==> src/rtl/gate_level_full_adder.sv <==
// gate_level_full_adder: registered 1-bit full adder built from 2-input NAND cells, with valid qualifier
module nand2_cell (
  input  logic a,
  input  logic b,
  output logic y
);
  assign y = ~(a & b);
endmodule

module gate_level_full_adder #(
  parameter bit NAND_ONLY = 1'b1
) (
  input  logic clk,
  input  logic rst,
  input  logic in_valid,
  input  logic a,
  input  logic b,
  input  logic c,
  output logic l,
  output logic h,
  output logic out_valid
);
  logic l_next, h_next;
  generate
    if (NAND_ONLY) begin : g_nand
      logic n1, n2, n3, x, n5, n6, n7;
      nand2_cell u_n1 (.a(a),  .b(b),  .y(n1));
      nand2_cell u_n2 (.a(a),  .b(n1), .y(n2));
      nand2_cell u_n3 (.a(b),  .b(n1), .y(n3));
      nand2_cell u_x  (.a(n2), .b(n3), .y(x));
      nand2_cell u_n5 (.a(x),  .b(c),  .y(n5));
      nand2_cell u_n6 (.a(x),  .b(n5), .y(n6));
      nand2_cell u_n7 (.a(c),  .b(n5), .y(n7));
      nand2_cell u_l  (.a(n6), .b(n7), .y(l_next));
      nand2_cell u_h  (.a(n1), .b(n5), .y(h_next));
    end else begin : g_beh
      assign l_next = a ^ b ^ c;
      assign h_next = (a & b) | (c & (a ^ b));
    end
  endgenerate
  always_ff @(posedge clk) begin
    if (rst) begin
      l <= 1'b0;
      h <= 1'b0;
      out_valid <= 1'b0;
    end else begin
      out_valid <= in_valid;
      if (in_valid) begin
        l <= l_next;
        h <= h_next;
      end
    end
  end
endmodule

==> config.mk <==
export PLATFORM = sky130hd
export DESIGN_NAME = gate_level_full_adder
export DESIGN_NICKNAME = d
export VERILOG_FILES = /design/src/rtl/gate_level_full_adder.sv
export SDC_FILE = /design/constraint.sdc
export NUM_CORES = 1
export LEC_CHECK = 0
export CAP_MARGIN = 20
export CORE_AREA = 2 2 39 41
export DETAILED_ROUTE_END_ITERATION = 10
export DIE_AREA = 0 0 41 43
export PLACE_DENSITY_LB_ADDON = 0.12
export REMOVE_ABC_BUFFERS = 1
export SETUP_SLACK_MARGIN = 0.2
export SLEW_MARGIN = 10
export SYNTH_ARGS = -nofsm -noshare
export SYNTH_HDL_FRONTEND = slang
export SYNTH_SLANG_ARGS = --single-unit
==> constraint.sdc <==
create_clock -name clk -period 1.25 [get_ports clk]
set_input_delay 0.25 -clock clk [delete_from_list [all_inputs] [get_ports clk]]
set_output_delay 0.25 -clock clk [all_outputs]
set_load 0.02 [all_outputs]
# ---- After elaboration in Yosys (flattened, before gate mapping)
# Cells that the tools add are included.
dict set report word_totals {
  n_memories 0
  romBits 0
  latchBits 0
  inputBits 6
  ramBits 0
  regBits 3
}
dict set report classes {
  reduce_logical 0
  addsub 0
  n_eq_ne 0
  n_bitwise 18
  div 0
  shift 0
  mul 0
  mux 0
  order_cmp 0
}
# cell n
set ops {}
lappend ops {{$and 1x1->1} 9}
lappend ops {{$not 1->1} 9}

# ---- Longest topological paths before layout
# Gate-level depths: netlist (run 1).
dict set report logic_depth {
  ltp_word 12
  depth_mapped 3
  mapped_depth_nobuf 3
}

# ---- Cells and area by module
# Synthesis (run 1) repeated with hierarchy kept, for this count alone.
dict set report hier_totals {
  cells_unflattened 17
  hier_area_um2 127.6
}
# mod area_each_um2 cells_per_inst seq_area_each_um2 n_inst
set by_module_without_submodules {}
lappend by_module_without_submodules {gate_level_full_adder 93.8 8 60.1 1}
lappend by_module_without_submodules {nand2_cell 3.8 1 0.0 9}

# ---- Worst setup path after synthesis (run 1)
# OpenSTA, ideal clock, no wires.
dict set report synth_timing {
  kind {input -> register}
  start {input a}
  end {register l}
  setup_time_ns 0.114
  arrival_time_ns 0.871
  t_required_ns 1.136
  slack_ns 0.265
  cell_stages 3
  cell_sequence {fa_1 -> mux2i_1 -> nor2_1}
}
dict set report synth_via {
  elab_chain_cells 12
  elab_cells_between_ends 16
  classes_between {16 x bitwise}
}
# element line
set synth_rtl {}
lappend synth_rtl {{start, declared} 16} ;# input logic a,
lappend synth_rtl {{$and 1x1->1} 7} ;# assign y = ~(a & b);
lappend synth_rtl {{$not 1->1} 7}
lappend synth_rtl {{$and 1x1->1} 7}
lappend synth_rtl {{$not 1->1} 7}
lappend synth_rtl {{$and 1x1->1 *} 7}
lappend synth_rtl {{$not 1->1 *} 7}
lappend synth_rtl {{$and 1x1->1} 7}
lappend synth_rtl {{$not 1->1} 7}
lappend synth_rtl {{$and 1x1->1} 7}
lappend synth_rtl {{$not 1->1} 7}
lappend synth_rtl {{$and 1x1->1 *} 7}
lappend synth_rtl {{$not 1->1 *} 7}
lappend synth_rtl {{end signal, assigned} 49} ;# l <= l_next;
lappend synth_rtl {{end, declared} 19} ;# output logic l,
# Mark *: on every way between the ends. The rest lies on a longest branch, timed or not.
# A chain may end at the register's enable or synchronous reset.

# ---- Final worst setup path (run 1)
dict set report layout_timing {
  start {input b}
  end {register l}
}
dict set report layout_via {
  elab_chain_cells 12
  elab_cells_between_ends 16
  classes_between {16 x bitwise}
}
# element line
set layout_rtl {}
lappend layout_rtl {{start, declared} 17} ;# input logic b,
lappend layout_rtl {{$and 1x1->1} 7}
lappend layout_rtl {{$not 1->1} 7}
lappend layout_rtl {{$and 1x1->1} 7}
lappend layout_rtl {{$not 1->1} 7}
lappend layout_rtl {{$and 1x1->1 *} 7}
lappend layout_rtl {{$not 1->1 *} 7}
lappend layout_rtl {{$and 1x1->1} 7}
lappend layout_rtl {{$not 1->1} 7}
lappend layout_rtl {{$and 1x1->1} 7}
lappend layout_rtl {{$not 1->1} 7}
lappend layout_rtl {{$and 1x1->1 *} 7}
lappend layout_rtl {{$not 1->1 *} 7}
lappend layout_rtl {{via g_nand.u_l.y} 5} ;# output logic y
# The timed path passes the listed nets; every way through them passes the cells marked *.

==> run metrics, run 1 <==
Layout Area Growth over Synthesis 95.61%; vias in the first global route 97; Slew HR 0.9194; dominant cells by area after synthesis dfxtp_1 53%, fa_1 18%, mux2i_1 18%; CP Data Required Time 1.38 ns; Adder-Cell Fraction of Synth Area 0.1758; Syn Inst Count 9; status complete, no violations; final worst path period share 0.7993; worst skew pair latency 0.24 ns; number of remaining DRC errors 0; max-cap violation count 0; Synth Area in Simple Gates 0.1209; hold_ws approximately 0.49 ns; number of DRC markers in iteration 0 1; most frequent cells in the layout 3 x clkbuf_4, 3 x dfxtp_1; Syn Area/Cell 12.65 µm²; non-filler cells, final 37; Data arrival, critical path 1.13 ns; Crit Path Class in -> reg; num rows 14; Hold WC Path Type reg -> reg; share of the synthesized area in the top cell type 0.5275; Setup Buffers After CTS 0; Yosys reg bits 3; PwrDens roughly 1500 nW/µm²; CORE AREA 1384 µm²; mux contribution to synthesized area 0.1758; antenna viol nets, final 0; # setup viols final 0; die width approximately 41 µm; Sw Ratio 0.2519; GRT Overall Usage 0.04217; clock slew at reported path FFs ~0.040 ns; GPL Wtd Cong 0.5592; clk buf depth 2; post-DR vias/cell between 2 and 3; post-synthesis compound-gate area fraction 0; Internal 0.2468 mW; ant diodes 0; maximum VDD drop roughly 0.5 mV; Tightest Pin Transition 0.1175 ns; TritonCTS Buffers 3; CP startpoint kind input port; final hold vios 0; Clock power frac 0.542; yosys warns 0; sequential share of power 0.321; FF-to-FF setup slack 0.67 ns; H-Tree Level Count 1; fmax 1.001 GHz; Routed WL per cell 7.568 µm; Worst Setup End Kind register; largest net degree at the start of global routing 4; drt first pass iters 2; residual overflow from global routing 0; # IOs 9; TritonCTS clock tree built; placed cell count 33; layout cell share with drive strength beyond 1 0.2857; Reg area 60.06 µm²; wirelength, routed 280 µm; Seq/Total Area, Yosys 0.5275; worst hold path depth 2; Initial Util 0.08228; P_sw 0.08312 mW; Nets 29; area of the multi-input gates 53.80 µm²; Slew Limit Fails 0; Synth Area in XOR/XNOR 0; fin crit period 0.9992 ns; first-pass GRT wire length 379 µm; Gate power share 0.137; Static Leak 0.1020 nW; Register-to-Register Path Depth 2; initial antenna violation count 0; total vias in the final route 104; Max Fanout on Critical Path 1; Setup Skew 0 ns; count of input and output buffers 8; RSZ-0062 raised after global routing no; DIE AREA 1763 µm²; clock sink total 3; synthesized area 113.9 µm²; fillers 159; dominant cell type by area after synthesis dfxtp_1; Clock Tree Root clkbuf_4; count of cell types in the netlist 5; Die Ht roughly 43 µm; largest family of logic cells by synthesized area adder cells
-- final cells by class --
class,count,share of cell area
clock buffers,4,0.1180
multi-input cells,6,0.2416
flip-flops and latches,3,0.2697
well taps,16,0.08989
repair buffers,8,0.2809
-- Yosys cell counts --
cell type and number:
dfxtp_1 3, fa_1 1, mux2i_1 2, nor2_1 2, nor2b_1 1
-- path summary, 6_finish.rpt --
check	startpoint	to
hold reg to reg	l	l
setup reg to reg	h	h
setup / recovery	b	l
hold / removal	l	l
-- repair_timing --
action                                 4_1_cts  5_1_grt
hold buffers                                 0        0
gates cloned                                 0        0
pin swaps                                    1        1
setup endpoints to repair                    5        3
resized for setup                           11        4
endpoints found under the hold margin        0        0
-- metal layers --
layer	global-route usage	up-vias	part of all wire
li1	-	53	-
met1	0.03859	43	0.40
met2	0.03750	8	0.41
met3	0.07853	0	0.18
met4	0.02000	0	0
met5	0	-	0
-- cells by family (layout without fill, tap and decap cells) --
family        after synthesis  after routing
mux                         2              2
flops                       3              3
buf+inv                     0             12
fa+ha+maj                   1              1
simple gates                3              3
-- metrics by stage --
step | worst slack [ns] | setup TNS [ns] | util | power (mW) | area (µm²)
4_1_cts | 0.09759 | 0 | 0.1673 | 0.3356 | 231.5
2_1_floorplan | 0.2648 | 0 | - | 0.1279 | 113.9
5_1_grt | 0.2069 | 0 | 0.1609 | 0.3472 | 222.7
3_5_place_dp | -0.2275 | -0.3991 | 0.1546 | 0.1637 | 214.0
6_report | 0.2508 | 0 | 0.1609 | 0.3299 | 222.7
3_3_place_gp | -0.2293 | -0.4060 | 0.1546 | 0.1640 | 214.0
-- registers in the layout (all words and copies together), names as in the netlist --
name,count
h,1
l,1
out_valid,1
-- power groups by stage --
| stage | logic, mW | clock network [mW] | registers (mW) |
|---|---|---|---|
| after floorplan | 0.0116 | 0 | 0.116 |
| after global placement | 0.0565 | 0 | 0.107 |
| after detailed placement | 0.0560 | 0 | 0.108 |
| after CTS | 0.0480 | 0.182 | 0.106 |
| after global routing | 0.0508 | 0.190 | 0.107 |
| final | 0.0451 | 0.179 | 0.106 |
-- worst max-delay path: stages --
cell,delay (ns)
dlygate4sd2_1,0.25
fa_1,0.45
mux2i_1,0.14
nor2_1,0.05
No activity file was read; power rests on OpenSTA's default activity.
==> run 2: changes to the inputs <==
==> constraint.sdc (replaced) <==
create_clock -name clk -period 1 [get_ports clk]
set_input_delay 0.2 -clock clk [delete_from_list [all_inputs] [get_ports clk]]
set_output_delay 0.2 -clock clk [all_outputs]
set_load 0.02 [all_outputs]
==> run 2 against run 1 <==
Clock power increased by 21%. Sequential share of layout area is 2.0 points lower. Combinational power up 67%. Core utilization increased by 2.4 points. Worst hold slack worse by 0.086 ns. Setup slack got worse by 0.13 ns. Global-route usage rose by 0.90 points. Clock skew stayed put. Design area grew 15%. Non-clock buffer count is 2 higher. Die area did not move. Critical path type is now reg -> out.
==> run metrics, run 2 (synthesis gave the netlist of run 1 again) <==
status complete, no violations (unchanged); fmax 1.131 GHz; residual overflow from global routing 0 (unchanged); Setup Skew 0 ns (unchanged); Final WS setup 0.1161 ns (was 0.2508 ns); max incr delay on CP 0.33 ns (was 0.45 ns); maximum VDD drop 0.3525 mV (was 0.4969 mV); Slew Limit Fails 0 (unchanged); fin crit period 0.8839 ns; Data arrival, critical path 0.68 ns (was 1.13 ns); count of input and output buffers 8 (unchanged); Static Leak 0.1166 nW (was 0.1020 nW); worst skew pair latency 0.24 ns (about the same); Max Fanout on Critical Path 2 (was 1); fillers 154 (was 159); RSZ-0062 raised after global routing yes (was no); GPL Wtd Cong 0.5544 (was 0.5592); pre-CTS setup slack -0.4433 ns (was -0.2275 ns); TritonCTS Buffers 3 (unchanged); met2 usage 0.05313 (was 0.03750); # IOs 9 (unchanged); die width 41 µm (unchanged); first-pass GRT wire length 503 µm (was 379 µm); Initial Util 0.08228 (unchanged); critical path's top delay family flip-flops (was adder cells); CORE AREA 1384 µm² (unchanged); clock sink total 3 (unchanged); largest net degree at the start of global routing 4 (unchanged); number of DRC markers in iteration 0 1 (unchanged); ant diodes 0 (unchanged); CP Data Required Time 0.80 ns (was 1.38 ns); Cell Chain, Critical Path buf_6 (was dlygate4sd2_1 -> fa_1 -> mux2i_1 -> nor2_1); # setup viols final 0 (unchanged); TritonCTS clock tree built (unchanged); layout cell share with drive strength beyond 1 0.6522 (was 0.2857); initial antenna violation count 0 (unchanged); vias in the first global route 130 (was 97); hold_ws 0.4027 ns (was 0.4884 ns); Crit Path Class reg -> out (was in -> reg); H-Tree Level Count 1 (unchanged); PwrDens 1682 nW/µm² (was 1481 nW/µm²); most frequent cells in the layout 4 x buf_6, 3 x clkbuf_4, 3 x dfxtp_2 (was 3 x clkbuf_4, 3 x dfxtp_1); Die Ht 43 µm (unchanged); GRT Max-Usage Layer met4 (was met3); commonest non-fill, non-tap cell in the layout buf_6; final worst path period share 0.8839; post-DR vias/cell 2.769 (was 2.811); post-route cell area 255.2 µm² (was 222.7 µm²); GRT Overall Usage 0.05115 (was 0.04217); Area after DPL 221.5 µm² (was 214.0 µm²); Worst Setup End Kind output port (was register); drt first pass iters 2 (unchanged); CTS Hold Bufs 0 (unchanged); slowest library cell on the worst path dfxtp_2 (was fa_1); CP startpoint kind register (was input port); Top Registers h (1), l (1), out_valid (1) (unchanged); wirelength, routed 320 µm (was 280 µm); num rows 14 (unchanged); Hold WC Path Type in -> reg (was reg -> reg); max-cap violation count 0 (unchanged); CP bufs+invs 1 (unchanged); DIE AREA 1763 µm² (unchanged); Tightest Pin Transition 0.1196 ns (was 0.1175 ns); M1 GR Usage 0.04808 (was 0.03859); Reg area 63.81 µm² (was 60.06 µm²); final hold vios 0 (unchanged); number of remaining DRC errors 0 (unchanged); antenna viol nets, final 0 (unchanged); area of the multi-input gates 56.30 µm² (was 53.80 µm²); Nets 31 (was 29); clk buf depth 2 (unchanged); total vias in the final route 108 (was 104); Layout Area Growth over Synthesis 124.2% (was 95.61%); Routed WL per cell 8.205 µm (was 7.568 µm); Slew HR 0.9180 (was 0.9194); Clock Tree Root clkbuf_4 (unchanged); met3 Use GR 0.05236 (was 0.07853); clock slew at reported path FFs 0.04 ns (about the same)
run 2: timing repair:
| action | in CTS | in global routing |
|---|---|---|
| pin swaps | 2 | 0 |
| gates resized for setup | 34 | 1 |
| gates cloned | 0 | 0 |
| setup endpoints to repair | 5 | 5 |
| buffers inserted | 0 | 1 |
run 2: area by class of cell:
class                   instances  area share
flip-flops and latches          3      0.2500
well taps                      16     0.07843
multi-input cells               6      0.2206
repair buffers                 10      0.3480
clock buffers                   4      0.1029
run 2: where the power goes:
group          internal, mW  total, mW  switching [mW]
registers             0.131      0.137         0.00588
logic                0.0457     0.0751          0.0294
clock network         0.150      0.217          0.0676
total                 0.326      0.429           0.103
run 2: path summary, 6_finish.rpt:
check,from,to,slack (ns),cells past startpoint
max,h,h,0.12,1
min,a,h,0.40,4
max reg2reg,h,h,0.28,3
min reg2reg,l,l,0.60,3
run 2: routing by layer:
| metal | share of wire | wire (µm) |
|---|---|---|
| met4 | 0 | 0 |
| met2 | 0.45 | 145 |
| met5 | 0 | 0 |
| met3 | 0.11 | 36 |
| met1 | 0.43 | 138 |
run 2: through the flow:
step | std cells | TNS, ns | util | power (mW)
after detailed placement | 34 | -1.115 | 0.1600 | 0.2089
final | 39 | 0 | 0.1844 | 0.4293
after CTS | 38 | 0 | 0.1772 | 0.4405
after global placement | 34 | -1.103 | 0.1600 | 0.2095
after floorplan | 9 | 0 | - | 0.1598
after global routing | 39 | 0 | 0.1844 | 0.4638
==> run 3: changes to the inputs <==
==> constraint.sdc (replaced) <==
create_clock -name clk -period 0.8 [get_ports clk]
set_input_delay 0.16 -clock clk [delete_from_list [all_inputs] [get_ports clk]]
set_output_delay 0.16 -clock clk [all_outputs]
set_load 0.02 [all_outputs]
==> run 3 against run 2 <==
Global-route usage up 0.10 points. Cell count is the same. Core utilization up 0.90 points. Count of clock-buffer cells in the layout is the same. Clock skew is the same. Die area did not move. The run now ends with negative setup slack left. Sequential cell count is the same. Critical endpoint unchanged.
==> run metrics, run 3 (synthesis gave the netlist of run 1 again) <==
status complete, but fails checks (was complete, no violations); failing checks negative setup slack; count of input and output buffers 8 (unchanged); Slew HR 0.9088 (was 0.9180); PwrDens 2024 nW/µm² (was 1682 nW/µm²); Clock Tree Root clkbuf_4 (unchanged); Layout Area Growth over Synthesis 135.2% (was 124.2%); Die Ht 43 µm (unchanged); Nets 31 (unchanged); Top Registers h (1), l (1), out_valid (1) (unchanged); GPL Wtd Cong 0.5539 (was 0.5544); critical path's top delay family flip-flops (unchanged); num rows 14 (unchanged); fillers 155 (was 154); slowest library cell on the worst path dfxtp_2 (unchanged); antenna viol nets, final 0 (unchanged); Tightest Pin Transition 0.1330 ns (was 0.1196 ns); H-Tree Level Count 1 (unchanged); Setup Skew 0 ns (unchanged); Static Leak 0.1287 nW (was 0.1166 nW); CTS Hold Bufs 0 (unchanged); ant diodes 0 (unchanged); total power 0.5419 mW (was 0.4293 mW); initial antenna violation count 0 (unchanged); number of DRC markers in iteration 0 5 (was 1); commonest non-fill, non-tap cell in the layout buf_6 (unchanged); Data arrival, critical path 0.69 ns (was 0.68 ns); max incr delay on CP 0.34 ns (was 0.33 ns); TritonCTS clock tree built (unchanged); largest net degree at the start of global routing 4 (unchanged); final hold vios 0 (unchanged); Hold WC Path Type in -> reg (unchanged); residual overflow from global routing 0 (unchanged); Area after DPL 221.5 µm² (unchanged); number of remaining DRC errors 0 (unchanged); setup_tns -0.1034 ns (was 0 ns); most frequent cells in the layout 6 x buf_6, 3 x clkbuf_4, 3 x dfxtp_2 (was 4 x buf_6, 3 x clkbuf_4, 3 x dfxtp_2); CP Data Required Time 0.64 ns (was 0.80 ns); Routed WL per cell 8.077 µm (was 8.205 µm); fin crit period 0.8513 ns; clock sink total 3 (unchanged); total vias in the final route 110 (was 108); Worst Setup End Kind output port (unchanged); pre-CTS setup slack -0.6004 ns (was -0.4433 ns); Max Fanout on Critical Path 2 (unchanged); worst skew pair latency 0.24 ns (about the same); Slew Limit Fails 0 (unchanged); CORE AREA 1384 µm² (unchanged); # setup viols final 3 (was 0); final worst path period share 1.064; Initial Util 0.08228 (unchanged); hold_ws 0.1546 ns (was 0.4027 ns); clock slew at reported path FFs 0.04 ns (about the same); maximum VDD drop 0.4433 mV (was 0.3525 mV); die width 41 µm (unchanged); Final WS setup -0.05127 ns (was 0.1161 ns); vias in the first global route 135 (was 130); fmax 1.175 GHz; RSZ-0062 raised after global routing yes (unchanged); clk buf depth 2 (unchanged); GRT Overall Usage 0.05216 (was 0.05115); post-DR vias/cell 2.821 (was 2.769); first-pass GRT wire length 517 µm (was 503 µm); Crit Path Class reg -> out (unchanged); drt first pass iters 3 (was 2); TritonCTS Buffers 3 (unchanged); Cell Chain, Critical Path buf_6 (unchanged); layout cell share with drive strength beyond 1 0.6522 (unchanged); DIE AREA 1763 µm² (unchanged); max-cap violation count 0 (unchanged); post-route cell area 267.8 µm² (was 255.2 µm²); # IOs 9 (unchanged); CP bufs+invs 1 (unchanged); CP startpoint kind register (unchanged); wirelength, routed 315 µm (was 320 µm)
[run 3: cell count changes in the layout (fill, tap and decap cells not counted), sizes merged]
cell,before,now
dlymetal6s2s,0,1
clkdlybuf4s50,1,0
[run 3: through the flow]
stage,utilization,instances
global route,0.1935,39
floorplan,-,9
finish,0.1935,39
detailed placement,0.1600,34
CTS,0.1790,38
global placement,0.1600,34
[run 3: area by class of cell]
cell class	count	area (µm²)	area share
Sequential cell	3	63.81	0.2383
Clock buffer	4	26.28	0.09813
Tap cell	16	20.02	0.07477
Timing Repair Buffer	10	101.3	0.3785
Multi-Input combinational cell	6	56.30	0.2103
[run 3: power by group]
part	leakage, nW	total (mW)	internal, mW	switching (mW)
Combinational	0.0879	0.0984	0.0611	0.0373
Sequential	0.0258	0.171	0.164	0.00770
Clock	0.0150	0.272	0.187	0.0848
[run 3: path summary, 6_finish.rpt]
| kind | cells after the start | slack (ns) | start | end |
|---|---|---|---|---|
| max | 1 | -0.05 | h | h |
| min | 2 | 0.15 | rst | l |
| max reg2reg | 3 | 0.08 | l | l |
| min reg2reg | 3 | 0.59 | l | l |
[run 3: repair_timing]
| action | 4_1_cts | 5_1_grt |
|---|---|---|
| setup endpoints to repair | 6 | 6 |
| resized for setup | 35 | 3 |
| buffers inserted | 0 | 1 |
| pin swaps | 2 | 3 |
[run 3: metal layers]
metal	global-route usage	up-vias	part of all wire
li1	-	57	-
met1	0.05128	48	0.41
met2	0.05313	5	0.47
met3	0.05236	0	0.11
met4	0.06000	0	0
met5	0	-	0
